**config.mk**
```make
export PLATFORM = sky130hd
export DESIGN_NAME = seq_det_ctrl
export DESIGN_NICKNAME = d
export VERILOG_FILES = /design/src/rtl/seq_det_pkg.sv /design/src/rtl/sat_counter.sv /design/src/rtl/seq_det_ctrl.sv
export SDC_FILE = /design/constraint.sdc
export NUM_CORES = 1
export LEC_CHECK = 0
export CAP_MARGIN = 30
export CORE_ASPECT_RATIO = 0.75
export CORE_UTILIZATION = 35
export DETAILED_ROUTE_END_ITERATION = 8
export SLEW_MARGIN = 20
export SYNTH_ARGS = -nofsm -noshare
export SYNTH_HDL_FRONTEND = slang
export SYNTH_SLANG_ARGS = --single-unit
export TNS_END_PERCENT = 1
```
**constraint.sdc**
```tcl
create_clock -name clk_i -period 3.7 [get_ports clk_i]
set_clock_uncertainty 0.05 [all_clocks]
set_input_delay 0.37 -clock clk_i [delete_from_list [all_inputs] [get_ports clk_i]]
set_output_delay 0.37 -clock clk_i [all_outputs]
set_load 0.03 [all_outputs]
```
**src/rtl/seq_det_pkg.sv**
```systemverilog
// Shared types and defaults for the sequence-detector sequencing controller.
package seq_det_pkg;

  localparam int WORD_W_DEF    = 8;
  localparam int CNT_W_DEF     = 4;
  localparam int DRAIN_CYC_DEF = 2;

  typedef enum logic [2:0] {
    S_IDLE,
    S_START,
    S_SHIFT,
    S_DRAIN,
    S_DONE
  } state_e;

  function automatic logic [31:0] sat_inc(input logic [31:0] val, input logic [31:0] max_val);
    return (val >= max_val) ? max_val : val + 32'd1;
  endfunction

endpackage

```
**src/rtl/sat_counter.sv**
```systemverilog
// Saturating up-counter with synchronous clear; clear wins over increment.
module sat_counter
  import seq_det_pkg::*;
#(
  parameter int CNT_W = CNT_W_DEF
) (
  input  logic             clk_i,
  input  logic             rstn_i,
  input  logic             clr_i,
  input  logic             inc_i,
  output logic [CNT_W-1:0] cnt_o
);

  localparam logic [31:0] MAX_VAL = 32'((64'd1 << CNT_W) - 64'd1);

  logic [CNT_W-1:0] cnt_q, cnt_d;

  always_comb begin
    cnt_d = cnt_q;
    if (clr_i) begin
      cnt_d = '0;
    end else if (inc_i) begin
      cnt_d = CNT_W'(sat_inc(32'(cnt_q), MAX_VAL));
    end
  end

  always_ff @(posedge clk_i) begin
    if (!rstn_i) begin
      cnt_q <= '0;
    end else begin
      cnt_q <= cnt_d;
    end
  end

  assign cnt_o = cnt_q;

endmodule

```
**src/rtl/seq_det_ctrl.sv**
```systemverilog
// Frames each accepted word with det_start_o, shifts it into the detector and counts hits.
// Build option SEQ_DET_CTRL_LSB_FIRST_EN: serialise LSB first instead of MSB first.
module seq_det_ctrl
  import seq_det_pkg::*;
#(
  parameter int WORD_W    = WORD_W_DEF,
  parameter int CNT_W     = CNT_W_DEF,
  parameter int DRAIN_CYC = DRAIN_CYC_DEF
) (
  input  logic              clk_i,
  input  logic              rstn_i,
  input  logic              word_valid_i,
  output logic              word_ready_o,
  input  logic [WORD_W-1:0] word_i,
  input  logic              abort_i,
  output logic              det_start_o,
  output logic              det_serial_o,
  input  logic              det_detected_i,
  output logic              res_valid_o,
  input  logic              res_ready_i,
  output logic [CNT_W-1:0]  res_count_o,
  output logic              res_hit_o,
  output logic              busy_o
);

  localparam int BW = $clog2(WORD_W);
  localparam int DW = (DRAIN_CYC > 1) ? $clog2(DRAIN_CYC) : 1;

  state_e            state_q, state_d;
  logic [WORD_W-1:0] shift_q, shift_d;
  logic [BW-1:0]     bit_q, bit_d;
  logic [DW-1:0]     drain_q, drain_d;
  logic              cnt_clr, cnt_inc;
  logic [CNT_W-1:0]  match_cnt;

  always_comb begin
    state_d      = state_q;
    shift_d      = shift_q;
    bit_d        = bit_q;
    drain_d      = drain_q;
    cnt_clr      = 1'b0;
    cnt_inc      = 1'b0;
    word_ready_o = 1'b0;
    det_start_o  = 1'b0;
    det_serial_o = 1'b0;
    res_valid_o  = 1'b0;

    case (state_q)
      S_IDLE: begin
        word_ready_o = 1'b1;
        if (word_valid_i) begin
          shift_d = word_i;
          cnt_clr = 1'b1;
          state_d = S_START;
        end
      end
      S_START: begin
        det_start_o = 1'b1;
        bit_d       = BW'(WORD_W - 1);
        state_d     = S_SHIFT;
      end
      S_SHIFT: begin
        det_start_o = 1'b1;
        cnt_inc     = det_detected_i;
`ifdef SEQ_DET_CTRL_LSB_FIRST_EN
        det_serial_o = shift_q[0];
        shift_d      = shift_q >> 1;
`else
        det_serial_o = shift_q[WORD_W-1];
        shift_d      = shift_q << 1;
`endif
        if (bit_q == '0) begin
          drain_d = DW'(DRAIN_CYC - 1);
          state_d = S_DRAIN;
        end else begin
          bit_d = bit_q - 1'b1;
        end
      end
      S_DRAIN: begin
        // Detector output lags the last bit; keep start high and keep counting.
        det_start_o = 1'b1;
        cnt_inc     = det_detected_i;
        if (drain_q == '0) begin
          state_d = S_DONE;
        end else begin
          drain_d = drain_q - 1'b1;
        end
      end
      S_DONE: begin
        res_valid_o = 1'b1;
        if (res_ready_i) begin
          state_d = S_IDLE;
        end
      end
      default: begin
        state_d = S_IDLE;
      end
    endcase

    if (abort_i && (state_q != S_IDLE)) begin
      state_d = S_IDLE;
      shift_d = '0;
      bit_d   = '0;
      drain_d = '0;
      cnt_clr = 1'b1;
      cnt_inc = 1'b0;
    end
  end

  always_ff @(posedge clk_i) begin
    if (!rstn_i) begin
      state_q <= S_IDLE;
      shift_q <= '0;
      bit_q   <= '0;
      drain_q <= '0;
    end else begin
      state_q <= state_d;
      shift_q <= shift_d;
      bit_q   <= bit_d;
      drain_q <= drain_d;
    end
  end

  sat_counter #(.CNT_W(CNT_W)) u_match_cnt (
    .clk_i  (clk_i),
    .rstn_i (rstn_i),
    .clr_i  (cnt_clr),
    .inc_i  (cnt_inc),
    .cnt_o  (match_cnt)
  );

  assign res_count_o = res_valid_o ? match_cnt : '0;
  assign res_hit_o   = |res_count_o;
  assign busy_o      = (state_q != S_IDLE);

endmodule
```
# Yosys cells after proc, flatten, opt, wreduce, memory -nomap -nowiden
# Cells that the tools add are included.
[word_totals]
reg_bits = 19
mem_count = 0
romBits = 0
out_inout_bits = 10
latch_bits = 0
mem_bits_rw = 0
in_bits = 14
elab_cells = 58
[classes]
muxes = 23
n_eq_ne = 9
bitwise = 1
shifts = 0
order_cmp = 1
n_mul = 0
n_reduce_logical = 16
div_mod_pow = 0
add_sub_neg = 3
[ops]
columns = ["cell", "n"]
rows = [
  ["8-bit case mux with 2 select lines", 1],
  ["3-bit 2-to-1 mux", 5],
  ["3-bit case mux with 5 select lines", 1],
  ["1-bit 2-to-1 mux", 11],
  ["2-bit inequality test, second input constant", 5],
  ["4-bit 2-to-1 mux", 2],
  ["8-bit 2-to-1 mux", 1],
  ["3-bit by 2-bit equality test with 1-bit output, second input constant", 2],
  ["3-bit logical NOT", 2],
  ["3-bit case mux with 2 select lines", 1],
  ["2-bit AND reduction", 3],
  ["2-bit nonzero test", 3],
  ["2-bit OR reduction", 3],
  ["4-bit by 1-bit adder with 4-bit output, second input constant", 1],
  ["4-bit >= comparator, second input constant", 1],
  ["4-bit AND reduction", 1],
  ["4-bit OR reduction", 1],
  ["3-bit by 1-bit equality test with 1-bit output, second input constant", 1],
  ["3-bit equality test, second input constant", 1],
  ["3-bit nonzero test", 1],
  ["3-bit OR reduction", 1],
  ["3-bit by 1-bit subtractor with 3-bit output, second input constant", 1],
  ["1-bit case mux with 2 select lines", 1],
  ["1-bit logical AND", 1],
  ["other kinds (2)", 2],
]

# Depth between registers and ports, before layout
# Gate-level depths: netlist of run 1.
[logic_depth]
word_depth = 4
depth_mapped = 6
depth_no_buf = 6

# Cells and area by module
# From an unflattened synthesis of run 1, not the netlist that was laid out.
[unflattened]
hier_cells = 118
area_unflattened_um2 = 1096.1
[by_module_without_submodules]
columns = ["mod", "seq_area_each_um2", "area_per_inst_um2", "cells_each", "instances"]
rows = [
  ["seq_det_ctrl", 300.3, 900.9, 98, 1],
  ["sat_counter", 80.1, 195.2, 20, 1],
]

# Least setup slack after synthesis of run 1
# Ideal clock, no wire load.
[synth_timing]
path_type = "reg-to-output"
start = "reg state_q[0]"
end = "out res_hit_o"
path_stages_with_launch = 5
setup_slack_ns = 1.833
arrival_time_ns = 1.447
cell_sequence = "dfxtp_1 > buf_2 > nor2_1 > and2_1 > o41a_1"
[synth_via]
elab_chain_len = 4
[synth_rtl]
columns = ["item", "line_no", "rtl"]
rows = [
  ["start, declared", "seq_det_ctrl.sv:29", "state_e state_q, state_d;"],
  ["start signal, assigned", "seq_det_ctrl.sv:117", "state_q <= state_d;"],
  ["3-bit equality test", "seq_det_ctrl.sv:48", "case (state_q)"],
  ["1-bit 2-to-1 mux", "seq_det_ctrl.sv:48", ""],
  ["net res_valid_o", "seq_det_ctrl.sv:19", "output logic res_valid_o,"],
  ["4-bit 2-to-1 mux", "seq_det_ctrl.sv:132", "assign res_count_o = res_valid_o ? match_cnt : '0;"],
  ["4-bit OR reduction", "seq_det_ctrl.sv:133", "assign res_hit_o = |res_count_o;"],
  ["end, declared", "seq_det_ctrl.sv:22", "output logic res_hit_o,"],
]
# The timed path passes the listed nets, and every way through them passes these cells.

# Worst setup path after layout of run 1
[layout_timing]
start = "reg state_q[1]"
end = "out res_hit_o"
[layout_via]
elab_chain_len = 4
[layout_rtl]
columns = ["item", "line_no"]
rows = [
  ["3-bit equality test", "seq_det_ctrl.sv:48"],
  ["1-bit 2-to-1 mux", "seq_det_ctrl.sv:48"],
  ["4-bit 2-to-1 mux", "seq_det_ctrl.sv:132"],
  ["4-bit OR reduction", "seq_det_ctrl.sv:133"],
]
# No other way between the ends.

==> summary.txt, run 1 <==
CTS
  • Clk pin slew, worst setup/hold paths: 0.08 ns
  • H-tree lvl count: 1
  • Post-CTS Resized: 0
  • Cts bufs inserted: 3
  • Hold_buf cts: 0
  • CTS root buf: clkbuf_8
  • Post-CTS Setup Repair Bufs: 0
  • Bufs on Longest Clock Path: 2
  • Sink Count: 19
  • Clk Latency, worst-skew pair: 0.26 ns
  • CTS tree: built

Route
  • DRC: 2
  • Drt first pass iters: 6
  • Vias/cell: 5.10
  • Final ANT Viol Nets: 0
  • Initial DRC count: 58
  • WL/cell: 12.3 um
  • Final WL: 2.14 mm
  • Routed vias: 893

Synth
  • Prevailing post-synth register cell: dfxtp_1
  • Async SR Flop Fraction: 0%
  • Synth Instances: 118
  • Post-synthesis cell type count: 42
  • Post-synthesis sequential area ratio: 34.8%
  • #FFs+latches synth: 19
  • Yosys warning count: 0
  • Avg Cell Area, Syn: 9.27 um^2
  • Syn nets: 135
  • Mapped Area: 0.00109 mm^2
  • Number of synthesized flops with an enable pin: 0

Final layout
  • Share of cells above drive strength 1: 13.9%
  • # diodes: 0
  • Area grow syn2layout: 24.8%
  • Register area: 380 um^2
  • Layout Cells excl Fill: 175
  • Layout fillers: 272
  • Nets: 155
  • Multi-input gate area: 633 um^2

Flow run
  • Max_cap viols: 0

STA
  • Setup_tns: 0 ns
  • RSZ-0062 raised after global routing: false
  • Max Clk Rate: 409 MHz
  • Slew @ Worst Pin: 0.598 ns
  • Final hold violation count: 0
  • Hold Slack: 0.442 ns
  • Tmin final: 2.44 ns
  • Period utilization: 66.0%
  • Setup WS post-layout: 1.26 ns
  • Final Max Tran Viols: 0
  • Setup-failing EPs final: 0
  • Max-Slew Margin vs Limit: 59.1%

Global route
  • Largest net degree at the start of global routing: 20
  • Vias in the first global route: 782
  • GR Overflow Total: 0
  • GRT Resource Usage Total: 14.7%
  • First-pass GRT wire length: 3.59 mm
  • Antenna violations before repair: 0

Outcome
  • Failing checks: DRC
  • Status: finished, violations left

Worst setup path
  • CP Launch Point: state_q[1]
  • Worst EP required: 3.28 ns
  • FF-to-FF End: u_match_cnt.cnt_o[1]
  • Arr. time, crit path: 2.02 ns
  • Worst R2R Path Depth: 5
  • Reg2reg start: state_q[2]
  • Worst Setup End Kind: output port
  • R2r setup slk: 1.81 ns
  • Worst setup SP type: register
  • Worst-path fanout max: 18
  • Setup CP Type: reg -> out

Hold path
  • WHS Endpoint: bit_q[2]
  • Worst hold path depth: 2
  • Class of the worst hold path: reg -> reg
  • Worst min-delay path startpoint: bit_q[2]

Place
  • Dpl cells: 171
  • Pre-CTS setup slack: 1.54 ns
  • Hpwl dp: 1.53 mm
  • IO Port Bufs: 23
  • Routability cong.: 0.770

Floorplanning
  • IO Pins: 24
  • Count of standard-cell rows: 17
  • Placeable Area: 0.00296 mm^2
  • Die Span Y: 50.4 um
  • Starting Density: 37.0%
  • Die width: 66.5 um
  • Die area: 0.00335 mm^2

Power and ir drop
  • Power Total: 815 uW
  • Peak VDD IR: 0.306 mV
  • Power density over cell area: 597 mW/mm^2
  • Pleak: 0.486 nW
## cells in the mapped netlist (2+ instances only)
master    instances  area [um^2]
and3_1            5         31.3
and4bb_2          2         25.0
a211oi_1          3         22.5
nand3_1           5         25.0
a211oi_2          6         75.1
ha_1              3         37.5
dfxtp_1          19          380
o21ai_0           3         15.0
mux2i_1           7         70.1
buf_6             2         22.5
clkbuf_1          2         7.51
a21oi_1           6         30.0
a311oi_1          2         17.5
inv_1             5         18.8
nand2_1           4         15.0
a31oi_1           2         12.5
buf_2             3         15.0
and2_1            2         12.5
nand4_1           2         12.5
nor2_1           13         48.8
## kinds of logic after synthesis
| logic type | share of synthesized area (%) |
|---|---|
| adders and majority gates | 3.43 |
| and+or+nand+nor | 26.7 |
| DFF | 34.8 |
| AOI/OAI and AO/OA | 21.4 |
| muxes | 6.41 |
| buffers and inverters | 7.32 |
## layout by cell type (no fill, tap or decap), types with 4 or more instances in the layout
master | synthesis | routed
clkdlybuf4s50_1 | 0 | 23
dfxtp_1 | 19 | 19
nor2_1 | 13 | 13
mux2i_1 | 7 | 7
a21oi_1 | 6 | 6
a211oi_2 | 6 | 6
and3_1 | 5 | 5
inv_1 | 5 | 5
nand3_1 | 5 | 5
nand2_1 | 4 | 4
## registers in the layout, summed over array words and instances (netlist names)
| signal | count |
|---|---|
| shift_q | 8 |
| drain_q | 1 |
| state_q | 3 |
| u_match_cnt.cnt_o | 4 |
| bit_q | 3 |
## layer usage
layer	GRT usage [%]	part of all wire, %	vias up
li1	-	-	476
met1	20.1	54	399
met2	19.7	41	13
met3	5.45	3.1	5
met4	7.45	2.3	0
met5	0	0	-
## power by group
group | total [mW] | internal, mW | leakage, nW | switching, mW
clock network | 0.151 | 0.0752 | 0.0255 | 0.0761
registers | 0.304 | 0.251 | 0.156 | 0.0529
logic | 0.359 | 0.154 | 0.305 | 0.205
## worst max-delay path by stage
stage | end | slack [ns] | cells past startpoint
after floorplan | res_hit_o | 1.83 | 4
after detailed placement | res_hit_o | 1.54 | 4
final | res_hit_o | 1.26 | 4
after CTS | res_hit_o | 1.25 | 4
after global placement | res_hit_o | 1.59 | 4
after global routing | res_hit_o | 1.10 | 4
## worst max-delay path, stage by stage (launching register included)
cell and delay, ns:
dfxtp_1 0.48, nor2_1 0.30, and2_1 0.19, o41a_1 0.13
clkdlybuf4s50_1 0.66
## final cells by class
cell class	count	area share, %
multi-input combinational	85	46.4
sequential	19	27.9
timing repair buffer	23	16.9
tap	38	3.48
clock buffer	3	3.02
inverter	6	2.02
clock inverter	1	0.367
## stage by stage
stage / instance area [um^2] / util, %
global route: 1370 / 46.2
CTS: 1370 / 46.2
detailed placement: 1320 / 44.6
global placement: 1320 / 44.6
floorplan: 1090 / -
finish: 1370 / 46.2
Power figures use the tool's default switching activity.
==> run 2, diff against run 1 <==
==> constraint.sdc (replaced) <==
create_clock -name clk_i -period 2 [get_ports clk_i]
set_clock_uncertainty 0.05 [all_clocks]
set_input_delay 0.2 -clock clk_i [delete_from_list [all_inputs] [get_ports clk_i]]
set_output_delay 0.2 -clock clk_i [all_outputs]
set_load 0.03 [all_outputs]
==> run 2 against run 1 <==
The flow still finishes with violations (DRC). Sequential share of layout area shrank 0.60 points. Critical path depth shrank 1. Flip-flop and latch count is the same. Worst setup slack lost 1.2 ns. Register-to-register slack lost 1.5 ns. Utilization grew 1.0 points.
==> summary.txt, run 2 (synthesized netlist as in run 1, its figures left out) <==
Floorplanning
  • Placeable Area: 0.00296 mm^2 (unchanged)
  • Count of standard-cell rows: 17 (unchanged)
  • Die width: 66.5 um (unchanged)
  • IO Pins: 24 (unchanged)
  • Die Span Y: 50.4 um (unchanged)
  • Die area: 0.00335 mm^2 (unchanged)
  • Starting Density: 37.0% (unchanged)

STA
  • Max Clk Rate: 527 MHz
  • Slew @ Worst Pin: 0.506 ns (-0.0920 ns)
  • Tmin final: 1.90 ns
  • Setup_tns: 0 ns (unchanged)
  • Final Max Tran Viols: 0 (unchanged)
  • Final hold violation count: 0 (unchanged)
  • Setup-failing EPs final: 0 (unchanged)
  • Period utilization: 94.9%
  • RSZ-0062 raised after global routing: false
  • Max-Slew Margin vs Limit: 65.4% (+6.3 points)

Outcome
  • Status: finished, violations left
  • Failing checks: DRC

Route
  • Final WL: 2.22 mm (+3.3%)
  • Final ANT Viol Nets: 0 (unchanged)
  • DRC: 2 (unchanged)
  • Vias/cell: 5.07 (-0.59%)
  • Routed vias: 908 (+1.7%)
  • Initial DRC count: 23 (-60%)
  • Drt first pass iters: 7 (+1)
  • WL/cell: 12.4 um (+1.0%)

Final layout
  • # diodes: 0 (unchanged)
  • Nets: 159 (+2.6%)
  • Most frequent cells in the layout: dfxtp_1 (19), clkdlybuf4s50_1 (19), nor2_1 (12), mux2i_1 (7)
  • Layout fillers: 280 (+2.9%)
  • Area grow syn2layout: 27.6%
  • Register area: 380 um^2 (unchanged)
  • Multi-input gate area: 636 um^2 (+0.40%)
  • Max reg flops: 8 (unchanged)
  • Largest Register: shift_q
  • Share of cells above drive strength 1: 16.3% (+2.4 points)

CTS
  • H-tree lvl count: 1 (unchanged)
  • Cts bufs inserted: 3 (unchanged)
  • Bufs on Longest Clock Path: 2 (unchanged)
  • Clk Latency, worst-skew pair: 0.25 ns (about the same)
  • Sink Count: 19 (unchanged)
  • CTS root buf: clkbuf_8
  • CTS tree: built
  • Clk pin slew, worst setup/hold paths: 0.07 ns (about the same)
  • Post-CTS Setup Repair Bufs: 0 (unchanged)

Worst setup path
  • Worst Setup End Kind: output port
  • Worst R2R Path Depth: 5 (unchanged)
  • Worst-path fanout max: 6 (-12)
  • Worst setup SP type: register
  • Setup CP Type: reg -> out
  • Arr. time, crit path: 1.65 ns (-0.37 ns)
  • Worst EP required: 1.75 ns (-1.53 ns)
  • R2r setup slk: 0.35 ns (-1.46 ns)

Place
  • IO Port Bufs: 23 (unchanged)
  • Hpwl dp: 1.71 mm (+11%)
  • Routability cong.: 0.761 (-1.2%)

Global route
  • First-pass GRT wire length: 3.69 mm (+2.7%)
  • GR Overflow Total: 0 (unchanged)
  • GRT Resource Usage Total: 14.8% (+0.15 points)
  • Antenna violations before repair: 0 (unchanged)
  • Largest net degree at the start of global routing: 16 (-20%)
  • Vias in the first global route: 837 (+7.0%)

Hold path
  • Class of the worst hold path: reg -> reg
  • Worst hold path depth: 2 (unchanged)

Flow run
  • Max_cap viols: 0 (unchanged)

Power and ir drop
  • Power Total: 1.52 mW (+86%)
  • Power density over cell area: 1090 mW/mm^2 (+82%)
  • Pleak: 0.527 nW (+8.4%)
  • Peak VDD IR: 0.539 mV (+76%)
[run 2: changes by cell type in the layout (fill, tap and decap cells not counted)]
cell / before / now
nor2_2: 0 / 1
clkinv_2: 1 / 0
dlygate4sd2_1: 0 / 3
dlymetal6s2s_1: 0 / 1
clkbuf_1: 0 / 1
buf_4: 0 / 4
nor2_1: 13 / 12
clkdlybuf4s50_1: 23 / 19
[run 2: per-layer routing]
metal | part of all wire, % | track usage, % | vias to the layer above | wire length (um)
li1 | - | - | 481 | -
met4 | 0.86 | 3.19 | 0 | 19
met3 | 2.7 | 5.45 | 2 | 59
met2 | 43 | 22.6 | 14 | 960
met5 | 0 | 0 | - | 0
met1 | 53 | 19.9 | 411 | 1180
[run 2: layout make-up]
cell class / count / area share [%]
sequential: 19 / 27.3
clock buffer: 4 / 3.23
multi-input combinational: 85 / 45.6
inverter: 6 / 1.97
tap: 38 / 3.41
timing repair buffer: 27 / 18.6
[run 2: path summary, 6_finish.rpt]
check	from	endpoint
worst max register to register	state_q[0]	shift_q[7]
worst min-delay path	shift_q[0]	shift_q[0]
worst max-delay path	state_q[0]	res_count_o[0]
worst min register to register	shift_q[0]	shift_q[0]
[run 2: per-stage QoR]
stage | std cells | hold WS [ns] | worst slack, ns | cell area [um^2] | util [%]
floorplan | 118 | 0.297 | 0.303 | 1090 | -
global placement | 175 | 0.429 | 0.204 | 1350 | 45.6
detailed placement | 175 | 0.430 | 0.199 | 1350 | 45.6
CTS | 179 | 0.442 | 0.0293 | 1390 | 47.0
global route | 179 | 0.466 | 0.00333 | 1400 | 47.2
finish | 179 | 0.439 | 0.101 | 1400 | 47.2
[run 2: critical path, cell delays in order (launching register included)]
cell,delay (ns)
dfxtp_1,0.33
nor2_2,0.21
and3_1,0.19
clkdlybuf4s50_1,0.66
[run 2: power by group]
part | switching [mW] | internal [mW]
combinational | 0.431 | 0.299
clock | 0.122 | 0.141
sequential | 0.0581 | 0.465
[run 2: timing repair]
item | 4_1_cts | 5_1_grt
setup endpoints to repair | 3 | 6
gates cloned | 0 | 0
gates resized for setup | 3 | 2
hold buffers | 0 | 0
==> run 3, diff against run 2 <==
--- a/config.mk
+++ b/config.mk
@@ -5,7 +5,6 @@
 export SDC_FILE = /design/constraint.sdc
 export NUM_CORES = 1
 export LEC_CHECK = 0
-export CAP_MARGIN = 30
 export CORE_ASPECT_RATIO = 0.75
 export CORE_UTILIZATION = 35
 export DETAILED_ROUTE_END_ITERATION = 8
==> results of run 3 <==
Same layout as run 2: the final DEF is identical, and so are final timing and power.
==> variant 1, RTL diff (settings of run 1) <==
Re-encode `state_e` (5 states) as Gray code, 3 bits wide.
--- a/src/rtl/seq_det_pkg.sv
+++ b/src/rtl/seq_det_pkg.sv
@@ -8,7 +8,7 @@
   typedef enum logic [2:0] {
-    S_IDLE,
-    S_START,
-    S_SHIFT,
-    S_DRAIN,
-    S_DONE
+    S_IDLE  = 3'b000,
+    S_START = 3'b001,
+    S_SHIFT = 3'b011,
+    S_DRAIN = 3'b010,
+    S_DONE  = 3'b110
   } state_e;
Check against the original RTL: no difference found for any inputs over 10 cycles, from zero or initial values; not proved beyond that.
==> variant 1 against run 1 <==
Routed wire length rose by 5.1%. Highest routed layer unchanged. Sequential cell count did not move. First-iteration DRC count fell by 8.6%. Hold slack got worse by 0.020 ns. Area after synthesis fell by 4.1%. Worst setup slack got worse by 0.37 ns. Critical path depth did not move. Final area fell by 4.2%.
Power is not compared: it rests on default switching activity, and its combinational part moved more than twofold at a synthesized area within 25%.
==> variant 1: results (changes against run 1) <==
stage;metric;value;unit;change
layout;Fill cells;271;;-0.37%
worst_hold_path;hold worst-path end;shift_q[0];;
synth;asr flop ratio synth;0;%;unchanged
grt;grt met3 use;4.21;%;-1.2 points
grt;grt met2 use;25.6;%;+5.9 points
synth;Area contributors post-synth;dfxtp_1, nor3_1, a2111oi_2, buf_6, ha_1;;
route;met3 wire length;88;um;+31%
layout;Post-Layout Cell Count;168;;-4.0%
synth;largest family of logic cells by synthesized area;simple AND/OR/NAND/NOR gates;;
placed_design;DP Worst Slack;1.19;ns;-0.353 ns
worst_setup_path;Max FO, Critical Path;12;;-6
grt;initial antenna violation count;0;;unchanged
grt;global-route wire length before repair;3950;um;+9.8%
route;1st-iter DRT viols;53;;-8.6%
layout;layout cells sized above 1;13.6;%;-0.23 points
cts;Root Buffer;clkbuf_8;;
route;met1 WL;1100;um;-4.6%
layout;Final nets;150;;-3.2%
synth;syn nets;129;;-4.4%
layout;final instance area;0.00131;sq mm;-4.2%
grt;grt met1 use;20.2;%;+0.058 points
cts;clk_lat worst skew;0.25;ns;
synth;post-synthesis sequential area ratio;36.3;%;+1.5 points
cts;Worst-path clk slew;0.07;ns;
placed_design;Placed Cells;164;;-4.1%
timing;worst hold slack;0.421;ns;-0.0203 ns
synth;adder-cell area share of the yosys netlist;3.58;%;+0.15 points
route;Via Count;920;;+3.0%
placed_design;gpl congestion;0.800;;+3.9%
timing;worst slew pin tran;0.742;ns;+0.144 ns
synth;Cell variety after synth;38;;-9.5%
timing;fin crit share;76.0;%;+10 points
worst_setup_path;Worst R2R End;u_match_cnt.cnt_o[2];;
layout;antenna cell count;0;;unchanged
route;met2 wire len;1040;um;+19%
synth;post-synthesis compound-gate area fraction;20.4;%;-0.99 points
worst_hold_path;worst min-delay path startpoint;shift_q[0];;
synth;multiplexer share of the synthesized area;1.07;%;-5.3 points
grt;largest net degree at the start of global routing;20;;unchanged
layout;max FFs per register;8;;unchanged
route;DR WL/cell;13.4;um;+9.5%
worst_hold_path;WHS Path Cells;2;;unchanged
synth;top cells by count, synth;nor3_1, dfxtp_1, inv_1, nor2_1, o22ai_1;;
worst_setup_path;reg2reg setup slack;1.98;ns;+0.17 ns
synth;XOR/XNOR share of the synthesized area;0;%;unchanged
status;status;finished clean;;
route;Pre-antenna DRT Iters;4;;-2
synth;Post-Syn Instances;112;;-5.1%
worst_setup_path;Critical Path Start;state_q[2];;
grt;Global Route Usage Sum;15.8;%;+1.2 points
synth;top_reg_cell synth;dfxtp_1;;
grt;vias in the first global route;863;;+10%
cts;post-CTS setup buffers;0;;unchanged
placed_design;hpwl dp;1650;um;+7.5%
worst_setup_path;Arr. time, crit path;2.39;ns;+0.37 ns
variant 1: cell types whose count changed in the layout (fill, tap and decap cells not counted), moves of 5 or more:
cell | run 1 | this run
a211oi_2 | 6 | 0
and3_1 | 5 | 0
mux2i_1 | 7 | 0
nor2_1 | 13 | 6
nor3_1 | 1 | 20
o22ai_1 | 1 | 6
variant 1: power by group:
part	switching [mW]	internal, mW
logic	0.0912	0.0768
registers	0.0258	0.229
clock network	0.0665	0.0748
total	0.184	0.381
variant 1: area by class of cell:
| type | count | share of cell area [%] |
|---|---|---|
| Multi-Input combinational cell | 79 | 44.3 |
| Sequential cell | 19 | 29.1 |
| Timing Repair Buffer | 23 | 17.6 |
| Tap cell | 36 | 3.44 |
| Clock buffer | 3 | 3.16 |
| Inverter | 7 | 2.01 |
| Clock inverter | 1 | 0.383 |
variant 1: critical path, stage by stage, from the launching register on:
cell	delay, ns
dfxtp_1	0.57
inv_1	0.16
nor3_1	0.51
o41a_1	0.24
clkdlybuf4s50_1	0.67
==> variant 2, RTL diff (settings of run 1) <==
Made on the original files. Set the package constant `WORD_W_DEF` to 16 (it was 8).
--- a/src/rtl/seq_det_pkg.sv
+++ b/src/rtl/seq_det_pkg.sv
@@ -3,3 +3,3 @@
 
-  localparam int WORD_W_DEF    = 8;
+  localparam int WORD_W_DEF    = 16;
   localparam int CNT_W_DEF     = 4;
Ports: changed (resized word_i); port bits go from 24 to 32. The function was not compared with the original's and may differ.
==> variant 2 against run 1 <==
Routed wire length rose by 48%. Area after synthesis grew 27%. Largest power group is now sequential cells. Worst setup slack got worse by 0.17 ns. Die area up 26%. Total power increased by 14%. Sequential cell count up 9. Sequential power up 36%. Final area rose by 28%. Non-clock buffer count rose by 10.
==> variant 2: results (changes against run 1) <==
stage;metric;value;unit;change
synth;syn nets;195;;+44%
synth;Syn Area/Cell;8.14;sq um;-12%
layout;Fill cells;372;;+37%
route;Via density;5.35;;+4.8%
timing;worst hold slack;0.439;ns;-0.00232 ns
synth;top cells by count, synth;nor2_1, dfxtp_1, nor4_1;;
worst_setup_path;R2R Path Start;state_q[0];;
layout;max FFs per register;16;;+8
route;met1 WL;1550;um;+34%
route;Via Count;1316;;+47%
worst_hold_path;hold worst-path end;shift_q[0];;
worst_setup_path;Critical Path Start;state_q[2];;
timing;Fmax;0.382;GHz;-6.6%
worst_setup_path;Worst Reg-to-Reg Cells;3;;-2
worst_setup_path;reg2reg setup slack;1.83;ns;+0.02 ns
route;met2 wire len;1460;um;+68%
synth;Cell variety after synth;34;;-19%
placed_design;gpl congestion;0.743;;-3.5%
grt;largest net degree at the start of global routing;29;;+45%
worst_setup_path;Arr. time, crit path;2.20;ns;+0.18 ns
pwr;Pint;0.593;mW;+23%
timing;max_slew headroom;51.7;%;-7.4 points
synth;post-synthesis sequential area ratio;40.3;%;+5.5 points
worst_setup_path;Max FO, Critical Path;16;;-2
placed_design;Placed Area;0.00170;sq mm;+29%
placed_design;DP Worst Slack;1.40;ns;-0.146 ns
worst_setup_path;Worst R2R End;state_q[0];;
status;status;finished clean;;
variant 2: power by group through the flow:
stage	Combinational (mW)	Clock [mW]	Sequential, mW
6_report	0.353	0.162	0.414
3_3_place_gp	0.347	0	0.418
4_1_cts	0.355	0.170	0.413
5_1_grt	0.398	0.186	0.425
3_5_place_dp	0.354	0	0.420
2_1_floorplan	0.285	0	0.399
variant 2: cells by family after synthesis:
logic type	after synthesis	synth area share [%]
adders and majority gates	2	1.80
DFF	28	40.3
and+or+nand+nor	101	39.2
buffers and inverters	19	7.55
AOI/OAI and AO/OA	21	11.2
variant 2: final cells by class:
class	count	area [sq um]	share of cell area (%)
clock buffer	3	41.3	2.37
inverter	6	22.5	1.29
multi-input combinational	124	731	41.9
sequential	28	561	32.1
tap	52	65.1	3.73
timing repair buffer	33	325	18.6
variant 2: metal layers:
metal | global-route usage [%] | vias up
li1 | - | 669
met1 | 22.0 | 602
met4 | 2.43 | 0
met3 | 3.77 | 4
met2 | 27.5 | 41
met5 | 0 | -
